$ cat src/rtl/fetch_unit_pkg.sv
// Shared definitions for the mrhankey fetch stage: HALT opcode, fetch-state
// encoding and opcode field constants used by the fetch and decode sides.
package fetch_unit_pkg;

  localparam logic [7:0] HALT_OP = 8'hFF;

  typedef enum logic [1:0] {
    IDLE   = 2'd0,
    REQ    = 2'd1,
    ISSUE  = 2'd2,
    HALTED = 2'd3
  } fetch_state_e;

  // Top two opcode bits select the instruction class.
  localparam logic [1:0] OPC_LDA = 2'b00;
  localparam logic [1:0] OPC_LDB = 2'b01;
  localparam logic [1:0] OPC_ADD = 2'b10;

  function automatic logic [1:0] opc_class(input logic [7:0] op);
    return op[7:6];
  endfunction

endpackage

$ cat src/rtl/ip_counter.sv
// Instruction-pointer register: up-counter with synchronous load (jump) and
// count enable (sequential advance). Wraps modulo 2^W.
module ip_counter #(
  parameter int W = 8
) (
  input  logic         clk,
  input  logic         clr_n,
  input  logic         ld,
  input  logic         en,
  input  logic [W-1:0] ld_val,
  output logic [W-1:0] q
);

  logic [W-1:0] q_q, q_d;

  always_comb begin
    q_d = q_q;
    if (ld)      q_d = ld_val;
    else if (en) q_d = q_q + W'(1);
  end

  always_ff @(posedge clk or negedge clr_n) begin
    if (!clr_n) q_q <= '0;
    else        q_q <= q_d;
  end

  assign q = q_q;

endmodule

$ cat src/rtl/fetch_unit.sv
// Fetch stage: requests bytes at IP over req/ack, holds them in IR for the
// decoder over valid/ready, advances/redirects IP on retire, stops on HALT.
module fetch_unit #(
  parameter int                ADDR_W  = 8,
  parameter int                DATA_W  = 8,
  parameter logic [DATA_W-1:0] HALT_OP = fetch_unit_pkg::HALT_OP,
  parameter int                CNT_W   = 16
) (
  input  logic              clk,
  input  logic              clr_n,
  input  logic              run,
  output logic              mem_req,
  output logic [ADDR_W-1:0] mem_addr,
  input  logic              mem_ack,
  input  logic [DATA_W-1:0] mem_rdata,
  output logic [DATA_W-1:0] ir,
  output logic              ir_valid,
  input  logic              ir_ready,
  input  logic              jmp_valid,
  input  logic [ADDR_W-1:0] jmp_addr,
  output logic              halted,
  output logic [ADDR_W-1:0] ip,
  output logic [CNT_W-1:0]  retired
);

  import fetch_unit_pkg::*;

  fetch_state_e      state_q, state_d;
  logic [DATA_W-1:0] ir_q, ir_d;
  logic [CNT_W-1:0]  retired_q, retired_d;
  logic [ADDR_W-1:0] ip_q;
  logic              retire, ip_ld, ip_en;

  always_comb begin
    state_d   = state_q;
    ir_d      = ir_q;
    retired_d = retired_q;
    ip_ld     = 1'b0;
    ip_en     = 1'b0;
    retire    = (state_q == ISSUE) && ir_ready;
    case (state_q)
      IDLE: if (run) state_d = REQ;
      // An outstanding request always completes, even if run has dropped.
      REQ: if (mem_ack) begin
        ir_d    = mem_rdata;
        state_d = ISSUE;
      end
      ISSUE: if (retire) begin
        retired_d = (&retired_q) ? retired_q : retired_q + CNT_W'(1);
        if (ir_q == HALT_OP) begin
          state_d = HALTED;
        end else begin
          ip_ld   = jmp_valid;
          ip_en   = !jmp_valid;
          state_d = run ? REQ : IDLE;
        end
      end
      default: ;
    endcase
  end

  always_ff @(posedge clk or negedge clr_n) begin
    if (!clr_n) begin
      state_q   <= IDLE;
      ir_q      <= '0;
      retired_q <= '0;
    end else begin
      state_q   <= state_d;
      ir_q      <= ir_d;
      retired_q <= retired_d;
    end
  end

  ip_counter #(.W(ADDR_W)) u_ip (
    .clk    (clk),
    .clr_n  (clr_n),
    .ld     (ip_ld),
    .en     (ip_en),
    .ld_val (jmp_addr),
    .q      (ip_q)
  );

  assign mem_req  = (state_q == REQ);
  assign ir_valid = (state_q == ISSUE);
  assign halted   = (state_q == HALTED);
  assign mem_addr = ip_q;
  assign ip       = ip_q;
  assign ir       = ir_q;
  assign retired  = retired_q;

endmodule

$ cat config.mk
export PLATFORM = sky130hd
export DESIGN_NAME = fetch_unit
export DESIGN_NICKNAME = d
export VERILOG_FILES = /design/src/rtl/fetch_unit_pkg.sv /design/src/rtl/ip_counter.sv /design/src/rtl/fetch_unit.sv
export SDC_FILE = /design/constraint.sdc
export NUM_CORES = 1
export LEC_CHECK = 0
export ABC_AREA = 1
export BUFFER_PORTS_ARGS = -buffer_cell sky130_fd_sc_hd__buf_4
export CAP_MARGIN = 40
export CORE_UTILIZATION = 46
export CTS_CLUSTER_DIAMETER = 150
export DETAILED_ROUTE_END_ITERATION = 7
export PLACE_DENSITY_LB_ADDON = 0.05
export SYNTH_ARGS = -nofsm -noshare
export SYNTH_HDL_FRONTEND = slang
export SYNTH_HIERARCHICAL = 1
export SYNTH_SLANG_ARGS = --single-unit
$ cat constraint.sdc
create_clock -name clk -period 1.6 [get_ports clk]
set_input_delay 0 -clock clk [delete_from_list [all_inputs] [get_ports clk]]
set_output_delay 0 -clock clk [all_outputs]
set_load 0.01 [all_outputs]
==> qor.txt <==
Outcome = finished clean
GRT Util Overall = 22.6%
Dpl hpwl = 3.81 mm
Hold slack = 0.101 ns
Multi-input logic area = 1120 sq um
Antenna violations before repair = 0
P_int = 2350 uW
DRT iter0 DRCs = 114
Post-synth EDFFs = 0
H-tree depth = 2
Max VDD drop = 0.811 mV
CTS tree = done
Worst Hold Class = input port to flip-flop
Slew Limit Fails = 0
Critical Path End Type = flip-flop
Die Y = 70 microns
Post-route ant nets = 0
Clock Latency Late Sink = 0.28 ns
Pwr dens = 1190 nW/um^2
Syn nets = 305
Flop pwr share = 37.2%
# diodes = 0
Vias/cell = 4.87
Number of global-route vias before repair = 2006
Worst Max-Slew Pin Slew = 0.562 ns
Core Rows = 24
Die ar. = 4900 sq um
Most common cell in the netlist = nand2_1
Synth async-reset ratio = 100%
Setup TNS = 0 ns
Distinct cells, synth = 23
Synth Register Bits = 34
FILL cells = 368
RSZ-0062 raised after global routing = false
Worst EP required = 1.77 ns
Largest net degree at the start of global routing = 35
Share of layout cells above drive strength 1 = 34.4%
Mean Syn Cell Area = 7.68 sq um
DRC Markers = 0
Final period util = 95.0%
Leading register cell type out of synthesis = dfrtp_1
PortBufs = 64
Reg2reg path depth = 9
Final wirelength = 5.26 mm
Starting Density = 48.2%
Register area = 852 sq um
Cell taking the most area after synthesis = dfrtp_1
Clock Path Buffers = 2
Fin crit period = 1.52 ns
Psw = 1360 uW
Synth top cells by count = nand2_1, dfrtp_1, inv_1
Number of synthesis warnings = 6
Area contributors post-synth = dfrtp_1, nand2_1, nand3_1
Root buffer cell = clkbuf_8
Leakage = 0.00159 uW
Placer congestion estimate = 0.845
Mapped Area = 2130 sq um
Register area share after synthesis = 40.0%
Worst-path maximum fanout = 5
Std-Cell Core Area = 4410 sq um
Arrival time worst endpoint = 1.69 ns
TritonCTS buffer count = 5
Vias = 2125
Hold depth = 5
Routed wire per std cell = 12.1 microns
First-pass GRT wire length = 8.79 mm
Cell count after synthesis = 277
Max-cap violations = 0
CTS Sinks = 34
Pre-antenna DRT Iters = 4
Final setup vio count = 0
Startpoint types = flip-flop
Total global routing overflow = 0
Total I/O pin count = 65
Worst slew margin = 62.6%
Clk_skew = 0.00251 ns
Comb power frac = 45.4%
P&R area growth vs syn = 46.1%
Fmax = 658 MHz
Worst-path clk slew = 0.07 ns
Critical path class = flip-flop to flip-flop
Net Sw Frac = 36.6%
Post-layout net count = 411
Clock power share = 17.4%
Synth top area share = 40.0%
Die W = 70 microns
Hold Vio Cnt, Final = 0
-- final timing paths --
path | from | endpoint | slack (ns)
min in group asynchronous | clr_n | retired[1] | 0.21
min reg2reg | ir[0] | ir[0] | 0.54
max | state_q[1] | u_ip/q[3] | 0.08
max reg2reg | state_q[1] | u_ip/q[3] | 0.08
max in group asynchronous | clr_n | state_q[1] | 1.06
min | run | state_q[0] | 0.10
-- power by group through the flow --
stage / clock (uW) / combinational [uW] / sequential, uW
after global placement: 0 / 1600 / 1380
after CTS: 669 / 1680 / 1370
final: 644 / 1690 / 1380
after global routing: 711 / 1850 / 1430
after floorplan: 0 / 840 / 1490
after detailed placement: 0 / 1630 / 1390
-- cells in the final DEF (no fill, tap or decap), types with 2 or more instances in the layout --
master,instances
nand2_1,99
buf_4,91
dfrtp_1,33
inv_1,24
nor2_1,22
nand3_1,20
dlygate4sd3_1,17
nand4_1,9
nand2_2,8
mux2_2,8
xnor2_1,7
clkbuf_8,6
ha_1,5
a22oi_1,5
nor2_2,4
o21ai_0,4
a21oi_1,3
inv_2,2
nor2_4,2
nand2_4,2
o21bai_1,2
-- layer usage --
layer  wire [microns]  vias to the layer above  GRT usage [%]
li1                 -                     1092              -
met1             2400                      980           29.1
met2             2600                       47           38.6
met3              208                        6           4.76
met4               51                        0           6.00
met5                0                        -              0
-- final cells by class --
class,instances,share of cell area [%]
Multi-Input combinational cell,206,36.0
Timing Repair Buffer,110,28.5
Sequential cell,34,27.4
Inverter,26,3.14
Clock buffer,7,2.78
Tap cell,52,2.09
Clock inverter,1,0.161
-- flip-flops by register name, indices dropped and copies added (netlist names) --
name / cells
retired: 16
ir: 8
u_ip/q: 8
state_q: 2
-- repair_timing --
| item | in CTS | in global routing |
|---|---|---|
| hold endpoints to repair | 50 | 0 |
| gates resized for setup | 2 | 6 |
| buffers inserted | 2 | 0 |
| endpoints found under the setup margin | 16 | 16 |
| hold buffers | 17 | 0 |
-- cells by family after synthesis --
family	share of synthesized area [%]
buffers and inverters	8.94
adders and majority gates	3.53
AOI/OAI and AO/OA	4.71
and+or+nand+nor	35.3
muxes	4.24
DFF	40.0
xor gates and xnor gates	3.29
-- worst max-delay path, cell delays in order (launching register included) --
cell     delay [ns]
dfrtp_2        0.44
ha_4           0.17
nand2_2        0.08
inv_2          0.05
nand2_2        0.08
nor2_1         0.05
buf_6          0.13
buf_4          0.15
a22oi_1        0.17
nand2_1        0.07
-- per-stage QoR --
step	std cells	util, %	total power (uW)	setup slack (ns)	instance area (sq um)
2_1_floorplan	277	-	2330	0.0151	2150
3_3_place_gp	409	63.4	2990	-0.103	2800
3_5_place_dp	409	63.4	3020	-0.166	2800
4_1_cts	436	70.1	3720	0.00235	3090
5_1_grt	436	70.4	3990	0.00664	3110
6_report	436	70.4	3710	0.0801	3110
Note: power is estimated with default switching activity, not from simulation.
